[config.mk]
export PLATFORM = sky130hd
export DESIGN_NAME = fp_div_seq
export DESIGN_NICKNAME = d
export VERILOG_FILES = /design/src/rtl/fp_div_seq.sv
export SDC_FILE = /design/constraint.sdc
export NUM_CORES = 1
export LEC_CHECK = 0
export CORE_UTILIZATION = 50
export DETAILED_ROUTE_END_ITERATION = 8
export PLACE_DENSITY_LB_ADDON = 0.3
export SETUP_SLACK_MARGIN = 0.2
export SKIP_CTS_REPAIR_TIMING = 1
export SYNTH_ARGS = -nofsm -noshare
export SYNTH_HDL_FRONTEND = slang
export SYNTH_SLANG_ARGS = --single-unit
export TNS_END_PERCENT = 5
[constraint.sdc]
create_clock -name clk -period 6.2 [get_ports clk]
set_input_delay 1.86 -clock clk [delete_from_list [all_inputs] [get_ports clk]]
set_output_delay 1.86 -clock clk [all_outputs]
set_load 0.005 [all_outputs]
[src/rtl/fp_div_seq.sv]
// Multi-cycle IEEE-754 divider: restoring radix-2 mantissa divide, round-to-nearest-even,
// valid/ready handshakes on both sides and four exception flags.
module fp_div_seq #(
    parameter  int EXP_W = 8,
    parameter  int MAN_W = 23,
    localparam int W     = 1 + EXP_W + MAN_W
) (
    input  logic         clk,
    input  logic         rst_n,
    input  logic         in_valid,
    output logic         in_ready,
    input  logic [W-1:0] operand_a,
    input  logic [W-1:0] operand_b,
    output logic         out_valid,
    input  logic         out_ready,
    output logic [W-1:0] result,
    output logic [3:0]   flags
);

    localparam int EW2   = EXP_W + 2;
    localparam int CNT_W = $clog2(MAN_W + 2);
    localparam int BIAS  = (1 << (EXP_W - 1)) - 1;
    localparam logic signed [EW2-1:0] EXP_MAX  = EW2'((1 << EXP_W) - 1);
    localparam logic signed [EW2-1:0] EXP_ZERO = '0;
    localparam logic signed [EW2-1:0] EXP_ONE  = EW2'(1);
    localparam logic [W-1:0] QNAN = {1'b0, {EXP_W{1'b1}}, 1'b1, {(MAN_W-1){1'b0}}};

    typedef enum logic [1:0] {S_IDLE, S_DIVIDE, S_NORM, S_DONE} state_t;

    state_t                 r_state, w_next_state;
    logic [MAN_W+1:0]       r_rem;
    logic [MAN_W:0]         r_div;
    logic [MAN_W+2:0]       r_quot;
    logic signed [EW2-1:0]  r_exp;
    logic                   r_sign;
    logic [CNT_W-1:0]       r_cnt;
    logic [W-1:0]           r_result;
    logic [3:0]             r_flags;

    // Operand decode straight off the input bus; denormals (exp==0) count as zero.
    logic [EXP_W-1:0] w_ea, w_eb;
    logic [MAN_W-1:0] w_fa, w_fb;
    logic w_a_zero, w_b_zero, w_a_inf, w_b_inf, w_a_nan, w_b_nan, w_sign;

    assign w_ea     = operand_a[W-2 -: EXP_W];
    assign w_eb     = operand_b[W-2 -: EXP_W];
    assign w_fa     = operand_a[MAN_W-1:0];
    assign w_fb     = operand_b[MAN_W-1:0];
    assign w_a_zero = (w_ea == '0);
    assign w_b_zero = (w_eb == '0);
    assign w_a_inf  = (&w_ea) && (w_fa == '0);
    assign w_b_inf  = (&w_eb) && (w_fb == '0);
    assign w_a_nan  = (&w_ea) && (w_fa != '0);
    assign w_b_nan  = (&w_eb) && (w_fb != '0);
    assign w_sign   = operand_a[W-1] ^ operand_b[W-1];

    // Special-case classification in priority order; w_special selects the one-cycle path.
    logic         w_special;
    logic [W-1:0] w_spec_result;
    logic [3:0]   w_spec_flags;

    // NOTE: every always_comb output gets a default first, so no path can leave a latch.
    always_comb begin
        w_special     = 1'b1;
        w_spec_result = '0;
        w_spec_flags  = '0;
        if (w_a_nan || w_b_nan) begin
            w_spec_result = QNAN;
        end else if ((w_a_zero && w_b_zero) || (w_a_inf && w_b_inf)) begin
            w_spec_result = QNAN;
            w_spec_flags  = 4'b1000;
        end else if (w_b_zero && !w_a_inf) begin
            w_spec_result = {w_sign, {EXP_W{1'b1}}, {MAN_W{1'b0}}};
            w_spec_flags  = 4'b0100;
        end else if (w_a_inf) begin
            w_spec_result = {w_sign, {EXP_W{1'b1}}, {MAN_W{1'b0}}};
        end else if (w_a_zero || w_b_inf) begin
            w_spec_result = {w_sign, {(W-1){1'b0}}};
        end else begin
            w_special = 1'b0;
        end
    end

    // One shared restoring step: fed from the input bus on the capture edge (first
    // quotient bit) and from the remainder register for the remaining MAN_W+2 bits.
    logic [MAN_W+1:0] w_rem_src, w_rem_keep, w_rem_next;
    logic [MAN_W:0]   w_div_src;
    logic [MAN_W+2:0] w_diff;
    logic             w_qbit;

    assign w_rem_src  = (r_state == S_IDLE) ? {2'b01, w_fa} : r_rem;
    assign w_div_src  = (r_state == S_IDLE) ? {1'b1, w_fb}  : r_div;
    assign w_diff     = {1'b0, w_rem_src} - {2'b00, w_div_src};
    assign w_qbit     = ~w_diff[MAN_W+2];
    assign w_rem_keep = w_qbit ? w_diff[MAN_W+1:0] : w_rem_src;
    // The kept remainder is always below the divisor, so its top bit is zero before the shift.
    assign w_rem_next = {w_rem_keep[MAN_W:0], 1'b0};

    logic [EW2-1:0] w_exp_init;
    assign w_exp_init = {2'b00, w_ea} - {2'b00, w_eb} + EW2'(BIAS);

    // Normalise, round to nearest even and range-check the finished quotient.
    logic                  w_top, w_guard, w_sticky, w_inc, w_carry, w_ovf, w_unf;
    logic [MAN_W-1:0]      w_frac, w_frac_r;
    logic signed [EW2-1:0] w_exp_n, w_exp_r;
    logic [W-1:0]          w_norm_result;

    assign w_top    = r_quot[MAN_W+2];
    assign w_frac   = w_top ? r_quot[MAN_W+1:2] : r_quot[MAN_W:1];
    assign w_guard  = w_top ? r_quot[1] : r_quot[0];
    assign w_sticky = (w_top & r_quot[0]) | (|r_rem);
    assign w_exp_n  = w_top ? r_exp : r_exp - EXP_ONE;
    assign w_inc    = w_guard & (w_sticky | w_frac[0]);
    // A fraction carry means the mantissa rounded up to 2.0: fraction wraps to 0, exponent +1.
    assign {w_carry, w_frac_r} = {1'b0, w_frac} + (MAN_W+1)'(w_inc);
    assign w_exp_r  = w_carry ? w_exp_n + EXP_ONE : w_exp_n;
    assign w_ovf    = (w_exp_r >= EXP_MAX);
    assign w_unf    = (w_exp_r <= EXP_ZERO);
    assign w_norm_result = w_ovf ? {r_sign, {EXP_W{1'b1}}, {MAN_W{1'b0}}} :
                           w_unf ? {r_sign, {(W-1){1'b0}}} :
                                   {r_sign, w_exp_r[EXP_W-1:0], w_frac_r};

    // State register.
    // NOTE: clocked state uses non-blocking assignments so every flop samples pre-edge values.
    always_ff @(posedge clk or negedge rst_n) begin
        if (!rst_n) r_state <= S_IDLE;
        else        r_state <= w_next_state;
    end

    // Next-state logic.
    always_comb begin
        w_next_state = r_state;
        case (r_state)
            S_IDLE:   if (in_valid) w_next_state = w_special ? S_DONE : S_DIVIDE;
            S_DIVIDE: if (r_cnt == CNT_W'(MAN_W + 1)) w_next_state = S_NORM;
            S_NORM:   w_next_state = S_DONE;
            S_DONE:   if (out_ready) w_next_state = S_IDLE;
            default:  w_next_state = S_IDLE;
        endcase
    end

    // Datapath: capture/first step, iterate, then register the rounded result or special.
    always_ff @(posedge clk or negedge rst_n) begin
        if (!rst_n) begin
            r_rem    <= '0;
            r_div    <= '0;
            r_quot   <= '0;
            r_exp    <= '0;
            r_sign   <= 1'b0;
            r_cnt    <= '0;
            r_result <= '0;
            r_flags  <= '0;
        end else begin
            case (r_state)
                S_IDLE: if (in_valid) begin
                    if (w_special) begin
                        r_result <= w_spec_result;
                        r_flags  <= w_spec_flags;
                    end else begin
                        r_rem  <= w_rem_next;
                        r_div  <= {1'b1, w_fb};
                        r_quot <= {{(MAN_W+2){1'b0}}, w_qbit};
                        r_exp  <= w_exp_init;
                        r_sign <= w_sign;
                        r_cnt  <= '0;
                    end
                end
                S_DIVIDE: begin
                    r_rem  <= w_rem_next;
                    r_quot <= {r_quot[MAN_W+1:0], w_qbit};
                    r_cnt  <= r_cnt + CNT_W'(1);
                end
                S_NORM: begin
                    r_result <= w_norm_result;
                    r_flags  <= {2'b00, w_ovf, w_unf & ~w_ovf};
                end
                default: ;
            endcase
        end
    end

    assign in_ready  = (r_state == S_IDLE);
    assign out_valid = (r_state == S_DONE);
    assign result    = r_result;
    assign flags     = r_flags;

endmodule

==> impl_metrics.env, run 1 <==
export IMPL_outcome="complete, no violations"
export IMPL_port_buffers=105
export IMPL_crit_path_max_incr_delay_ns=0.56
export IMPL_p_leak_nw=4.74
export IMPL_core_area_sq_um=18000
export IMPL_wl_met3_microns=883
export IMPL_skew_ns=0.00754
export IMPL_drc=0
export IMPL_async_reset_ff_share_pct=100
export IMPL_highest_layer="met4"
export IMPL_path_clk_slew_ns=0.06
export IMPL_cellPowerDensity_nw_per_um2=551
export IMPL_pre_cts_ws_ns=0.612
export IMPL_first_pass_iters=6
export IMPL_viasPerCell=5.73
export IMPL_vias=8166
export IMPL_post_drt_wl_per_cell_microns=15.8
export IMPL_cts_tree="yes"
export IMPL_diodes=0
export IMPL_hp_class="register to register"
export IMPL_gp_congestion=0.895
export IMPL_critical_path_buf_inv_count=2
export IMPL_cts_buffer_depth=2
export IMPL_wl_microns=22500
export IMPL_rows=49
export IMPL_endpoint_kind="register"
export IMPL_ioPinCount=106
export IMPL_period_share_pct=83.8
export IMPL_htreeDepth=4
export IMPL_setup_ws_ns=1.00
export IMPL_fmax_mhz=192
export IMPL_yosys_warnings=0
export IMPL_grt_pass1_vias=7724
export IMPL_final_layout_size_suffix_gt1_share_pct=7.61
export IMPL_synth_top_area_cell="dfrtp_1"
export IMPL_critPathKind="input pin to register"
export IMPL_synth_top_area_share_pct=34.6
export IMPL_power_mw=6.09
export IMPL_syn_cell_area_sq_um=9260
export IMPL_crit_chain="clkdlybuf4s50_1 > mux2i_1 > inv_1 > ha_1 > nor2b_1 > o31a_1 > o311ai_0 > a31oi_1 > o211ai_1 > a21oi_1 > or2_2 > o21ai_0 > o22ai_1"
export IMPL_cp_depth=13
export IMPL_rsz0062_at_grt="no"
export IMPL_ys_flop_type="dfrtp_1"
export IMPL_drt_first_iter_violations=482
export IMPL_r2r_setup_slack_ns=1.45
export IMPL_yosys_register_bits=128
export IMPL_holdWs_ns=0.471
export IMPL_setup_violations_final=0
export IMPL_whs_path_depth=2
export IMPL_utilization_pct=61.3
export IMPL_cp_max_fo=22
export IMPL_ir_worst_vdd_v=0.000330
export IMPL_clk_insertion_delay_late_ns=0.42
export IMPL_crit_required_ns=6.50
export IMPL_syn_area_per_cell_sq_um=8.31
export IMPL_tightest_slew_ns=0.853
export IMPL_fin_nets=1296
export IMPL_drtAntennaViolNets=0
export IMPL_gr_usage_all_layers_pct=24.3
export IMPL_tns_ns=0
export IMPL_report_final_slew_viol_count=0
export IMPL_nFillCells=1605
export IMPL_root_buffer="clkbuf_16"
export IMPL_synth_edf_count=0
export IMPL_dieArea_sq_um=19100
export IMPL_ff2ff_path_depth=14
export IMPL_cts_num_sinks=128
export IMPL_critPathTopFamily="compound AO/OA/AOI/OAI gates"
export IMPL_start_util_pct=51.4
export IMPL_synth_cells=1114
export IMPL_met1_length_microns=10500
export IMPL_final_cell_mix="nand2_1, dfrtp_1, clkdlybuf4s50_1, a21oi_1, nor2_1"
export IMPL_synth_fp_nets=1226
export IMPL_timing_max_slew_rel_slack_pct=43.2
export IMPL_finalCriticalPeriod_ns=5.20
export IMPL_drv_cap=0
export IMPL_grt_pass1_wl_microns=38200
export IMPL_antenna_found_initial=0
export IMPL_grt_overflow=0
export IMPL_dp_hpwl_microns=16500
export IMPL_ys_types=69
export IMPL_final_common_cell="nand2_1"
export IMPL_ys_seq_area_share_pct=34.6
export IMPL_critPathArrivalTime_ns=5.49
export IMPL_cts_buffers=17
export IMPL_area_growth_pct=19.4
export IMPL_timing_final_hold_violations=0
export IMPL_die_h_microns=138
export IMPL_die_width_microns=138
export IMPL_synth_area_leaders="dfrtp_1, nand2_1, ha_1"
export IMPL_grt_max_degree=47
export IMPL_wl_met2_microns=10800
export IMPL_crit_path_start_kind="input pin"
export IMPL_worst_path_max_delay_cell="o311ai_0"
[logic make-up after synthesis]
group,share of synthesized area [%]
AOI/OAI and AO/OA,16.4
buffers and inverters,4.76
adders and majority gates,6.11
and+or+nand+nor,23.5
xor gates and xnor gates,7.47
muxes,7.18
DFF,34.6
[worst reg2reg max path: cells and delay by family, from the launching register on]
kind            cells  cell delay (ns)
fa+ha+maj           2             1.12
flops               1             0.40
mux                 1             0.40
simple gates        3             0.89
buf+inv             2             0.50
compound gates      6             1.32
[routing by layer]
metal  up-vias  GRT usage, %
li1       4079             -
met1      3870          33.1
met2       198          40.3
met3        19          4.23
met4         0          5.15
met5         -             0
[metrics by stage]
step	std cells	cell area (sq um)
after floorplan	1114	9260
after global placement	1394	10400
after detailed placement	1394	10400
after CTS	1425	11100
after global routing	1425	11100
final	1425	11100
[synthesized netlist by cell type, types with 6 or more instances]
library cell  instances
o21a_1               12
mux2_2               27
o22ai_1               7
a221o_1               8
a21oi_1              86
xor2_1               36
dfrtp_1             128
mux2i_1              36
clkbuf_1             56
nand2b_1              6
o31ai_1               9
ha_1                 42
nor2_1               72
inv_1                36
and3_1                7
nand2_1             212
xnor2_1              43
a22o_1               23
nor2b_1              13
o21ai_0              44
nor4_1               25
nor3_1               22
or3_1                 6
nand4_1              14
nand3_1              55
[sequential cells by signal, summed over array words and instances (netlist names)]
name,cells
r_exp,10
r_state,2
flags,4
result,32
r_rem,24
r_quot,26
r_sign,1
r_cnt,5
r_div,24
[final timing paths]
| path | startpoint | end |
|---|---|---|
| max in group asynchronous | rst_n | r_div[12] |
| worst max-delay path | operand_a[1] | r_rem[23] |
| min in group asynchronous | rst_n | result[26] |
| worst min register to register | r_div[12] | r_div[12] |
| worst max register to register | r_state[1] | r_rem[1] |
| worst min-delay path | r_div[12] | r_div[12] |
[power by group]
part / internal, mW / switching, mW
registers: 1.09 / 0.215
logic: 1.56 / 2.17
clock network: 0.672 / 0.390
total: 3.32 / 2.77
[layout make-up]
| cell class | instances | area [sq um] | area share, % |
|---|---|---|---|
| Sequential cell | 128 | 3200 | 29.0 |
| Inverter | 36 | 135 | 1.22 |
| Tap cell | 229 | 287 | 2.59 |
| Multi-Input combinational cell | 881 | 5650 | 51.1 |
| Timing Repair Buffer | 120 | 1160 | 10.5 |
| Clock inverter | 13 | 188 | 1.70 |
| Clock buffer | 18 | 429 | 3.88 |
Note: power is estimated with default switching activity, not from simulation.
==> inputs of run 2 (changes only) <==
Clock period 6.2 ns to 4.7 ns, I/O delays scaled along.
==> run 2 against run 1 <==
Against the previous run: total power up 32%; first-iteration DRC count decreased by 8.5%; critical path depth unchanged; largest cell class unchanged; largest power group unchanged; highest routed layer unchanged.
==> impl_metrics.env, run 2 (synthesis gave the netlist of run 1 again) <==
export IMPL_globalRouteMet3Util_pct=3.88
export IMPL_ir_worst_vdd_v=0.000528
export IMPL_rows=49
export IMPL_antenna_found_initial=0
export IMPL_diodes=0
export IMPL_port_buffers=105
export IMPL_dp_hpwl_microns=17000
export IMPL_drv_cap=0
export IMPL_report_final_slew_viol_count=0
export IMPL_skew_ns=0.0121
export IMPL_crit_path_start_kind="input pin"
export IMPL_outcome="complete, no violations"
export IMPL_cellPowerDensity_nw_per_um2=724
export IMPL_pre_cts_ws_ns=0.0235
export IMPL_period_share_pct=89.7
export IMPL_cts_tree="yes"
export IMPL_fmax_mhz=237
export IMPL_cts_buffers=17
export IMPL_ioPinCount=106
export IMPL_grt_pass1_wl_microns=38200
export IMPL_internal_power_mw=4.38
export IMPL_top_usage_layer="met2"
export IMPL_critPathKind="input pin to register"
export IMPL_cts_buffer_depth=2
export IMPL_holdWs_ns=0.475
export IMPL_critPathArrivalTime_ns=4.52
export IMPL_endpoint_kind="register"
export IMPL_p_sw_share_pct=45.7
export IMPL_tightest_slew_ns=0.989
export IMPL_hp_class="register to register"
export IMPL_grt_overflow=0
export IMPL_grt_util_met1_pct=32.0
export IMPL_viasPerCell=5.76
export IMPL_gr_usage_all_layers_pct=24.4
export IMPL_cp_max_fo=17
export IMPL_power_switching_mw=3.68
export IMPL_finalCriticalPeriod_ns=4.21
export IMPL_final_common_cell="nand2_1"
export IMPL_path_common_cell="a21oi_1"
export IMPL_vias=8280
export IMPL_rsz0062_at_grt="no"
export IMPL_core_area_sq_um=18000
export IMPL_setup_violations_final=0
export IMPL_tns_ns=0
export IMPL_cts_num_sinks=128
export IMPL_crit_required_ns=5.00
export IMPL_wl_microns=22500
export IMPL_timing_max_slew_rel_slack_pct=33.8
export IMPL_worst_path_max_delay_cell="or3b_2"
export IMPL_gp_congestion=0.925
export IMPL_grt_pass1_vias=7767
export IMPL_start_util_pct=51.4
export IMPL_timing_final_hold_violations=0
export IMPL_grt_max_degree=58
export IMPL_area_growth_pct=20.3
export IMPL_drtAntennaViolNets=0
export IMPL_p_comb_share_pct=62.4
export IMPL_largest_reg_flops=32
export IMPL_clk_insertion_delay_late_ns=0.43
export IMPL_p_leak_nw=4.79
export IMPL_drc=0
export IMPL_grt_met2_usage_pct=40.7
export IMPL_crit_chain="clkdlybuf4s50_1 > mux2_2 > ha_1 > a21oi_1 > o21bai_1 > a21o_1 > or3b_2 > o211ai_1 > a21oi_1 > or2_2 > buf_4 > nand2_1 > a21oi_1"
export IMPL_setup_ws_ns=0.486
export IMPL_die_h_microns=138
export IMPL_root_buffer="clkbuf_16"
export IMPL_final_layout_size_suffix_gt1_share_pct=8.52
export IMPL_p_clk_share_pct=16.2
export IMPL_htreeDepth=4
export IMPL_pwr_share_seq_pct=21.4
export IMPL_path_clk_slew_ns=0.06
export IMPL_first_pass_iters=6
export IMPL_die_width_microns=138
export IMPL_crit_path_max_incr_delay_ns=0.46
export IMPL_final_cell_mix="nand2_1, dfrtp_1, clkdlybuf4s50_1, a21oi_1, nor2_1"
export IMPL_post_drt_wl_per_cell_microns=15.7
export IMPL_drt_first_iter_violations=441
export IMPL_fin_nets=1308
export IMPL_dieArea_sq_um=19100
## run 2: path summary, 6_finish.rpt
kind	start	cells after the start	slack (ns)	to
max	operand_a[14]	13	0.49	r_rem[16]
min	r_div[6]	2	0.47	r_div[6]
max reg2reg	r_exp[0]	12	0.65	result[21]
min reg2reg	r_div[6]	2	0.47	r_div[6]
max in group asynchronous	rst_n	2	2.73	r_rem[13]
min in group asynchronous	rst_n	1	1.04	result[28]
## run 2: per-stage QoR
stage / instance area, sq um / util (%) / std cells / total power [mW]
after floorplan: 9260 / - / 1114 / 5.40
after CTS: 11100 / 61.7 / 1438 / 8.02
after global routing: 11100 / 61.8 / 1438 / 8.74
after global placement: 10500 / 58.5 / 1406 / 6.59
final: 11100 / 61.8 / 1438 / 8.06
after detailed placement: 10500 / 58.5 / 1406 / 6.67
## run 2: power by group through the flow
stage | clock (mW) | combinational, mW | sequential (mW)
after floorplan | 0 | 3.76 | 1.64
after global placement | 0 | 4.86 | 1.73
after detailed placement | 0 | 4.93 | 1.74
after CTS | 1.32 | 4.98 | 1.72
after global routing | 1.38 | 5.59 | 1.77
final | 1.31 | 5.03 | 1.72
## run 2: final cells by class
| class | instances | area [sq um] |
|---|---|---|
| fillers | 1521 | 6890 |
| well taps | 229 | 287 |
| clock inverters | 12 | 136 |
| multi-input cells | 881 | 5660 |
| repair buffers | 132 | 1260 |
| inverters | 36 | 135 |
| clock buffers | 20 | 447 |
| flip-flops and latches | 128 | 3200 |
## run 2: metal layers
layer / up-vias / part of all wire (%)
met5: - / 0
met4: 0 / 2.3
met3: 37 / 4.4
met2: 236 / 48
met1: 3904 / 45
li1: 4103 / -
## run 2: critical path: cells and delay by family
family	cells	cell delay (ns)
AO/OA/AOI/OAI	6	0.90
adder cells (fa/ha/maj)	1	0.31
buffers and inverters	2	0.64
multiplexers	1	0.28
AND/OR/NAND/NOR	3	0.98
==> inputs of run 3 (changes only) <==
Settings changed: CTS_CLUSTER_DIAMETER set to 120.
==> results of run 3 <==
Final layout, timing and power as in run 2 (identical DEF).
==> RTL edit 1: new RTL, config.mk and constraints of run 1 <==
Re-encode `state_t` (4 states) as one-hot, 4 bits wide.
--- a/src/rtl/fp_div_seq.sv
+++ b/src/rtl/fp_div_seq.sv
@@ -25,7 +25,7 @@
     localparam logic signed [EW2-1:0] EXP_ONE  = EW2'(1);
     localparam logic [W-1:0] QNAN = {1'b0, {EXP_W{1'b1}}, 1'b1, {(MAN_W-1){1'b0}}};
 
-    typedef enum logic [1:0] {S_IDLE, S_DIVIDE, S_NORM, S_DONE} state_t;
+    typedef enum logic [3:0] {S_IDLE = 4'b0001, S_DIVIDE = 4'b0010, S_NORM = 4'b0100, S_DONE = 4'b1000} state_t;
 
     state_t                 r_state, w_next_state;
     logic [MAN_W+1:0]       r_rem;
Formal check against the unedited RTL: no difference found for any inputs over 4 cycles, from zero or initial values and one cycle with rst_n low; so few cycles prove little.
==> RTL edit 1 against run 1 <==
Routed wire length hardly changed; design area down 0.91%; sequential cell count increased by 2; worst setup slack gained 0.095 ns; power is 1.1% lower; area after synthesis shrank 1.1%; synthesized cell count up 0.54%; maximum frequency rose by 1.9%; largest power group unchanged.
==> RTL edit 1: results (changes against run 1) <==
CTS
The clock root buffer is sky130_fd_sc_hd__clkbuf_16 (unchanged). The clock slew seen by the registers of the worst setup and hold paths is 0.06 ns (about the same).

Logic synthesis
The xor-xnor portion of the synthesized cell area is 7.27% (was 7.47%). The portion of the post-synthesis area used by sequential elements is 35.5% (was 34.6%). The proportion of synthesized area in mux cells came to 5.97% (was 7.18%).

The adder-cell share of the synthesized area is 5.63% (was 6.11%). The post-synth net total came to 1,228 (was 1,226). Most frequent cells after synthesis: 266 x sky130_fd_sc_hd__nand2_1, 129 x sky130_fd_sc_hd__dfrtp_1, 74 x sky130_fd_sc_hd__o21ai_0 (was 212 x sky130_fd_sc_hd__nand2_1, 128 x sky130_fd_sc_hd__dfrtp_1, 86 x sky130_fd_sc_hd__a21oi_1). The number of distinct library cells after synthesis is 70 (was 69).

The prevailing post-synth register cell is sky130_fd_sc_hd__dfrtp_1 (unchanged). Main area contributors after synthesis: sky130_fd_sc_hd__dfrtp_1 35%, sky130_fd_sc_hd__nand2_1 11%, sky130_fd_sc_hd__mux2i_1 5.4%, sky130_fd_sc_hd__ha_1 5.2%, sky130_fd_sc_hd__o21ai_0 4.0% (was sky130_fd_sc_hd__dfrtp_1 35%, sky130_fd_sc_hd__nand2_1 8.6%, sky130_fd_sc_hd__ha_1 5.7%, sky130_fd_sc_hd__a21oi_1 4.6%, sky130_fd_sc_hd__xnor2_1 4.1%). The area fraction in compound gates after synthesis is 17.4% (was 16.4%).

Power
The worst-case vdd ir drop is 0.313 mV (was 0.330 mV). The leakage power is 4.79 nW (was 4.74 nW). The reported net switching power is 2.71 mW (was 2.77 mW).

Timing
The worst slew margin relative to its limit was 43.2% (about the same). The maximum clock skew at final layout is 0.00892 ns (was 0.00754 ns).

Worst setup path
The data arrival at the endpoint of the critical path is 5.40 ns (was 5.49 ns). The standard cell with the maximum stage delay on the critical path is sky130_fd_sc_hd__a2bb2oi_2 (was sky130_fd_sc_hd__o311ai_0). The maximum fanout encountered on the critical timing path is 12 (was 22). The largest stage delay on the critical path was 0.58 ns (was 0.56 ns).

Global routing
The wire length of the first global-routing pass is 37,100 um (was 38,200 um). The total routing resource utilization after global routing is 25.0% (was 24.3%). The maximum number of pins on one net before global-route repair is 64 (was 47). The via count of the first global-routing pass is 7,681 (was 7,724).

Final layout
The net count of the finished layout came to 1,303 (was 1,296). The layout filler cell count came to 1,583 (was 1,605). The fraction of layout cells with a size suffix above 1 is 5.31% (was 7.61%).

Routing
The overall routed net length came to 22,400 um (was 22,500 um). The detailed-router iteration count before antenna repair is 5 (was 6). The per-cell via count in the routed design is 5.69 (was 5.73). The DRC marker count from the first detailed-route iteration is 575 (was 482).

Place
The post-detailed-placement half-perimeter wirelength was 16,500 um (about the same). The cell area reported after detailed placement was 10,400 um^2 (about the same). The quantity of I/O buffers inserted on ports is 105 (unchanged). The weighted congestion reported at the end of routability-driven placement came to 0.865 (was 0.895).

Run status
Outcome: finished, final reports clean (unchanged).
==> RTL edit 1: path summary, 6_finish.rpt <==
path                               to  slack, ns          from  cells past startpoint
max                         r_rem[17]       1.10  operand_a[1]                     13
min                         r_div[23]       0.47     r_div[23]                      1
max reg2reg                 r_rem[17]       1.34    r_state[0]                     14
min reg2reg                 r_div[23]       0.47     r_div[23]                      1
max in group asynchronous  r_quot[25]       3.57         rst_n                      2
min in group asynchronous   result[6]       1.53         rst_n                      1
==> RTL edit 1: area by class of cell <==
type / instances / area share (%)
Clock buffer: 25 / 4.52
Clock inverter: 5 / 0.708
Inverter: 31 / 1.06
Multi-Input combinational cell: 895 / 50.7
Sequential cell: 130 / 29.7
Tap cell: 229 / 2.62
Timing Repair Buffer: 120 / 10.7
==> RTL edit 1: worst max-delay path, delay by kind of cell <==
family | cells | cell delay [ns]
AND/OR/NAND/NOR | 1 | 0.23
multiplexers | 2 | 0.47
adder cells (fa/ha/maj) | 1 | 0.28
AO/OA/AOI/OAI | 6 | 1.67
buffers and inverters | 3 | 0.87
==> RTL edit 1: cell families after synthesis <==
| family | Yosys count |
|---|---|
| and+or+nand+nor | 482 |
| AOI/OAI and AO/OA | 243 |
| DFF | 130 |
| buffers and inverters | 95 |
| xor gates and xnor gates | 76 |
| muxes | 54 |
| adders and majority gates | 40 |
==> RTL edit 1: through the flow <==
stage	cells	setup slack, ns	util (%)	power, mW
6_report	1435	1.10	61.0	6.02
5_1_grt	1435	0.743	61.0	6.56
4_1_cts	1435	1.10	61.0	6.02
3_5_place_dp	1405	0.688	57.8	4.99
3_3_place_gp	1405	0.854	57.8	4.93
2_1_floorplan	1120	1.02	-	4.11
==> RTL edit 1: power by group through the flow <==
stage               registers [mW]  logic, mW  clock network (mW)
detailed placement            1.31       3.68                   0
floorplan                     1.23       2.88                   0
finish                        1.30       3.73               0.993
global placement              1.30       3.63                   0
global route                  1.33       4.18                1.05
CTS                           1.29       3.72                1.01
==> RTL edit 1: metal layers <==
metal | wire length, um | part of all wire (%) | global-route usage (%)
met5 | 0 | 0 | 0
met4 | 531 | 2.4 | 8.61
met3 | 850 | 3.8 | 5.11
met2 | 10900 | 49 | 41.9
met1 | 10200 | 45 | 32.0
==> RTL edit 2: new RTL, settings of run 1 <==
Made on the original files. Change the parameter `EXP_W` from 8 to 7.
--- a/src/rtl/fp_div_seq.sv
+++ b/src/rtl/fp_div_seq.sv
@@ -1,7 +1,7 @@
 // Multi-cycle IEEE-754 divider: restoring radix-2 mantissa divide, round-to-nearest-even,
 // valid/ready handshakes on both sides and four exception flags.
 module fp_div_seq #(
-    parameter  int EXP_W = 8,
+    parameter  int EXP_W = 7,
     parameter  int MAN_W = 23,
     localparam int W     = 1 + EXP_W + MAN_W
 ) (
Interface: changed (resized operand_a, operand_b and result); port bits go from 106 to 103. The function was not compared with the original's and may differ.
==> RTL edit 2 against run 1 <==
Routed wire length shrank 1.7%; combinational power shrank 2%; sequential cell count decreased by 2; area after synthesis decreased by 2.1%; core utilization is 0.90 points higher; register-to-register slack better by 0.17 ns; largest cell class unchanged; sequential share of layout area about the same; via count shrank 3.6%; critical path depth up 2; power is 1.9% lower; worst setup slack improved by 0.11 ns; design area decreased by 1.6%; critical endpoint is now r_rem[2]; non-clock buffer count fell by 4.
==> RTL edit 2: results (changes against run 1) <==
Run status
Outcome: finished, final reports clean (unchanged).

Final layout
The multi-input gate area in the final layout was 5560 um^2 (was 5650 um^2). The multi-input gate count is 837 (was 881). The clock distribution area overhead in the final layout is 5.78% (was 5.58%). The net count of the finished layout is 1,241 (was 1,296). The number of inverters outside the clock class in the layout is 34 (was 36). The layout filler cell count is 1,525 (was 1,605).

The flip-flop count of the largest register, all copies and words added is 31 (was 32). The fraction of layout cells with a size suffix above 1 is 8.56% (was 7.61%).

Power
The switching share of power was 44.0% (was 45.5%). The leakage power is 4.67 nW (was 4.74 nW). The worst-case vdd ir drop was 0.436 mV (was 0.330 mV).

The power share of the combinational group was 60.7% (was 61.1%).

Global routing
The total routing resource utilization after global routing is 25.0% (was 24.3%). The met3 routing resource usage after global routing is 3.37% (was 4.23%). The met2 track demand over resource in global routing is 41.2% (was 40.3%).

Worst setup path
The maximum fanout encountered on the critical timing path is 13 (was 22). The largest stage delay on the critical path is 0.44 ns (was 0.56 ns). The source of the worst register-to-register timing path is r_state[0] (was r_state[1]). The standard cell with the maximum stage delay on the critical path is sky130_fd_sc_hd__clkdlybuf4s50_1 (was sky130_fd_sc_hd__o311ai_0). The depth of the worst register-to-register path is 16 (was 14). The data arrival at the endpoint of the critical path is 5.43 ns (was 5.49 ns).

Logic synthesis
Most frequent cells after synthesis: 190 x sky130_fd_sc_hd__nand2_1, 126 x sky130_fd_sc_hd__dfrtp_1, 62 x sky130_fd_sc_hd__a21oi_1 (was 212 x sky130_fd_sc_hd__nand2_1, 128 x sky130_fd_sc_hd__dfrtp_1, 86 x sky130_fd_sc_hd__a21oi_1). The mean instance size in the synthesized netlist is 8.58 um^2 (was 8.31 um^2). Main area contributors after synthesis: sky130_fd_sc_hd__dfrtp_1 35%, sky130_fd_sc_hd__nand2_1 7.9%, sky130_fd_sc_hd__mux2i_1 6.5%, sky130_fd_sc_hd__ha_1 5.7%, sky130_fd_sc_hd__xnor2_1 4.3% (was sky130_fd_sc_hd__dfrtp_1 35%, sky130_fd_sc_hd__nand2_1 8.6%, sky130_fd_sc_hd__ha_1 5.7%, sky130_fd_sc_hd__a21oi_1 4.6%, sky130_fd_sc_hd__xnor2_1 4.1%).

The number of distinct library cells after synthesis is 71 (was 69). The portion of the post-synthesis area used by sequential elements was 34.8% (was 34.6%). The register bit count reported by yosys was 126 (was 128). The cell count after synthesis is 1,057 (was 1,114).

Timing
The slew at the pin closest to its max-slew limit was 1.02 ns (was 0.853 ns).

Routing
The overall routed net length is 22,100 um (was 22,500 um). The DRC marker count from the first detailed-route iteration is 483 (was 482). The average wire per standard cell is 16.1 um (was 15.8 um).

Place
The weighted congestion reported at the end of routability-driven placement came to 0.924 (was 0.895). The post-detailed-placement half-perimeter wirelength is 16,300 um (was 16,500 um). The cell count after placement is 1,338 (was 1,394).
RTL edit 2: cell types whose count changed in the layout (fill, tap and decap cells not counted), moves of 6 or more:
cell,delta
sky130_fd_sc_hd__a21o_1,+7
sky130_fd_sc_hd__a21oi_1,-24
sky130_fd_sc_hd__mux2i_1,+23
sky130_fd_sc_hd__nand2_1,-22
sky130_fd_sc_hd__nand2b_1,+7
sky130_fd_sc_hd__nor2_1,-12
sky130_fd_sc_hd__o21a_1,-7
sky130_fd_sc_hd__o21ai_0,-6
RTL edit 2: metrics by stage:
stage                     total power, mW  utilization, %  setup slack [ns]  hold slack (ns)
after detailed placement             4.87            58.6             0.737            0.458
final                                5.98            62.2              1.11            0.470
after floorplan                      4.01               -              1.21            0.436
after global placement               4.81            58.6             0.852            0.453
after global routing                 6.43            62.2             0.889            0.488
after CTS                            5.96            62.2              1.16            0.474
RTL edit 2: worst min-delay path by stage:
stage	start	to	slack, ns	cells after the start
2_1_floorplan	r_div[23]	r_div[23]	0.44	1
3_3_place_gp	r_div[23]	r_div[23]	0.45	1
3_5_place_dp	r_div[23]	r_div[23]	0.46	1
4_1_cts	r_div[23]	r_div[23]	0.47	1
5_1_grt	r_div[12]	r_div[12]	0.49	2
6_report	r_div[21]	r_div[21]	0.47	2
RTL edit 2: cell families (layout without fill, tap and decap cells):
logic type,after synthesis,after routing,share of synthesized area [%]
AO/OA/AOI/OAI,199,199,14.7
AND/OR/NAND/NOR,431,431,22.7
buffers and inverters,94,182,4.29
adder cells (fa/ha/maj),43,43,6.10
flip-flops,126,126,34.8
multiplexers,86,86,9.87
XOR/XNOR,78,78,7.54
RTL edit 2: layer usage:
metal | vias up | share of wire (%)
met4 | 0 | 2.6
met1 | 3757 | 46
met5 | - | 0
met2 | 186 | 49
li1 | 3898 | -
met3 | 34 | 3.3
RTL edit 2: worst register-to-register path, cell delays in order, from the launching register on:
cell	delay, ns
sky130_fd_sc_hd__dfrtp_1	0.40
sky130_fd_sc_hd__inv_1	0.11
sky130_fd_sc_hd__ha_2	0.74
sky130_fd_sc_hd__mux2i_1	0.44
sky130_fd_sc_hd__inv_1	0.09
sky130_fd_sc_hd__ha_1	0.30
sky130_fd_sc_hd__nor2b_1	0.12
sky130_fd_sc_hd__o21ai_0	0.22
sky130_fd_sc_hd__a21oi_1	0.13
sky130_fd_sc_hd__o31ai_1	0.25
sky130_fd_sc_hd__nand2b_1	0.12
sky130_fd_sc_hd__a31oi_1	0.29
sky130_fd_sc_hd__o21ai_1	0.24
sky130_fd_sc_hd__a211oi_4	0.26
sky130_fd_sc_hd__buf_4	0.26
sky130_fd_sc_hd__mux2_2	0.37
sky130_fd_sc_hd__o21ai_0	0.16
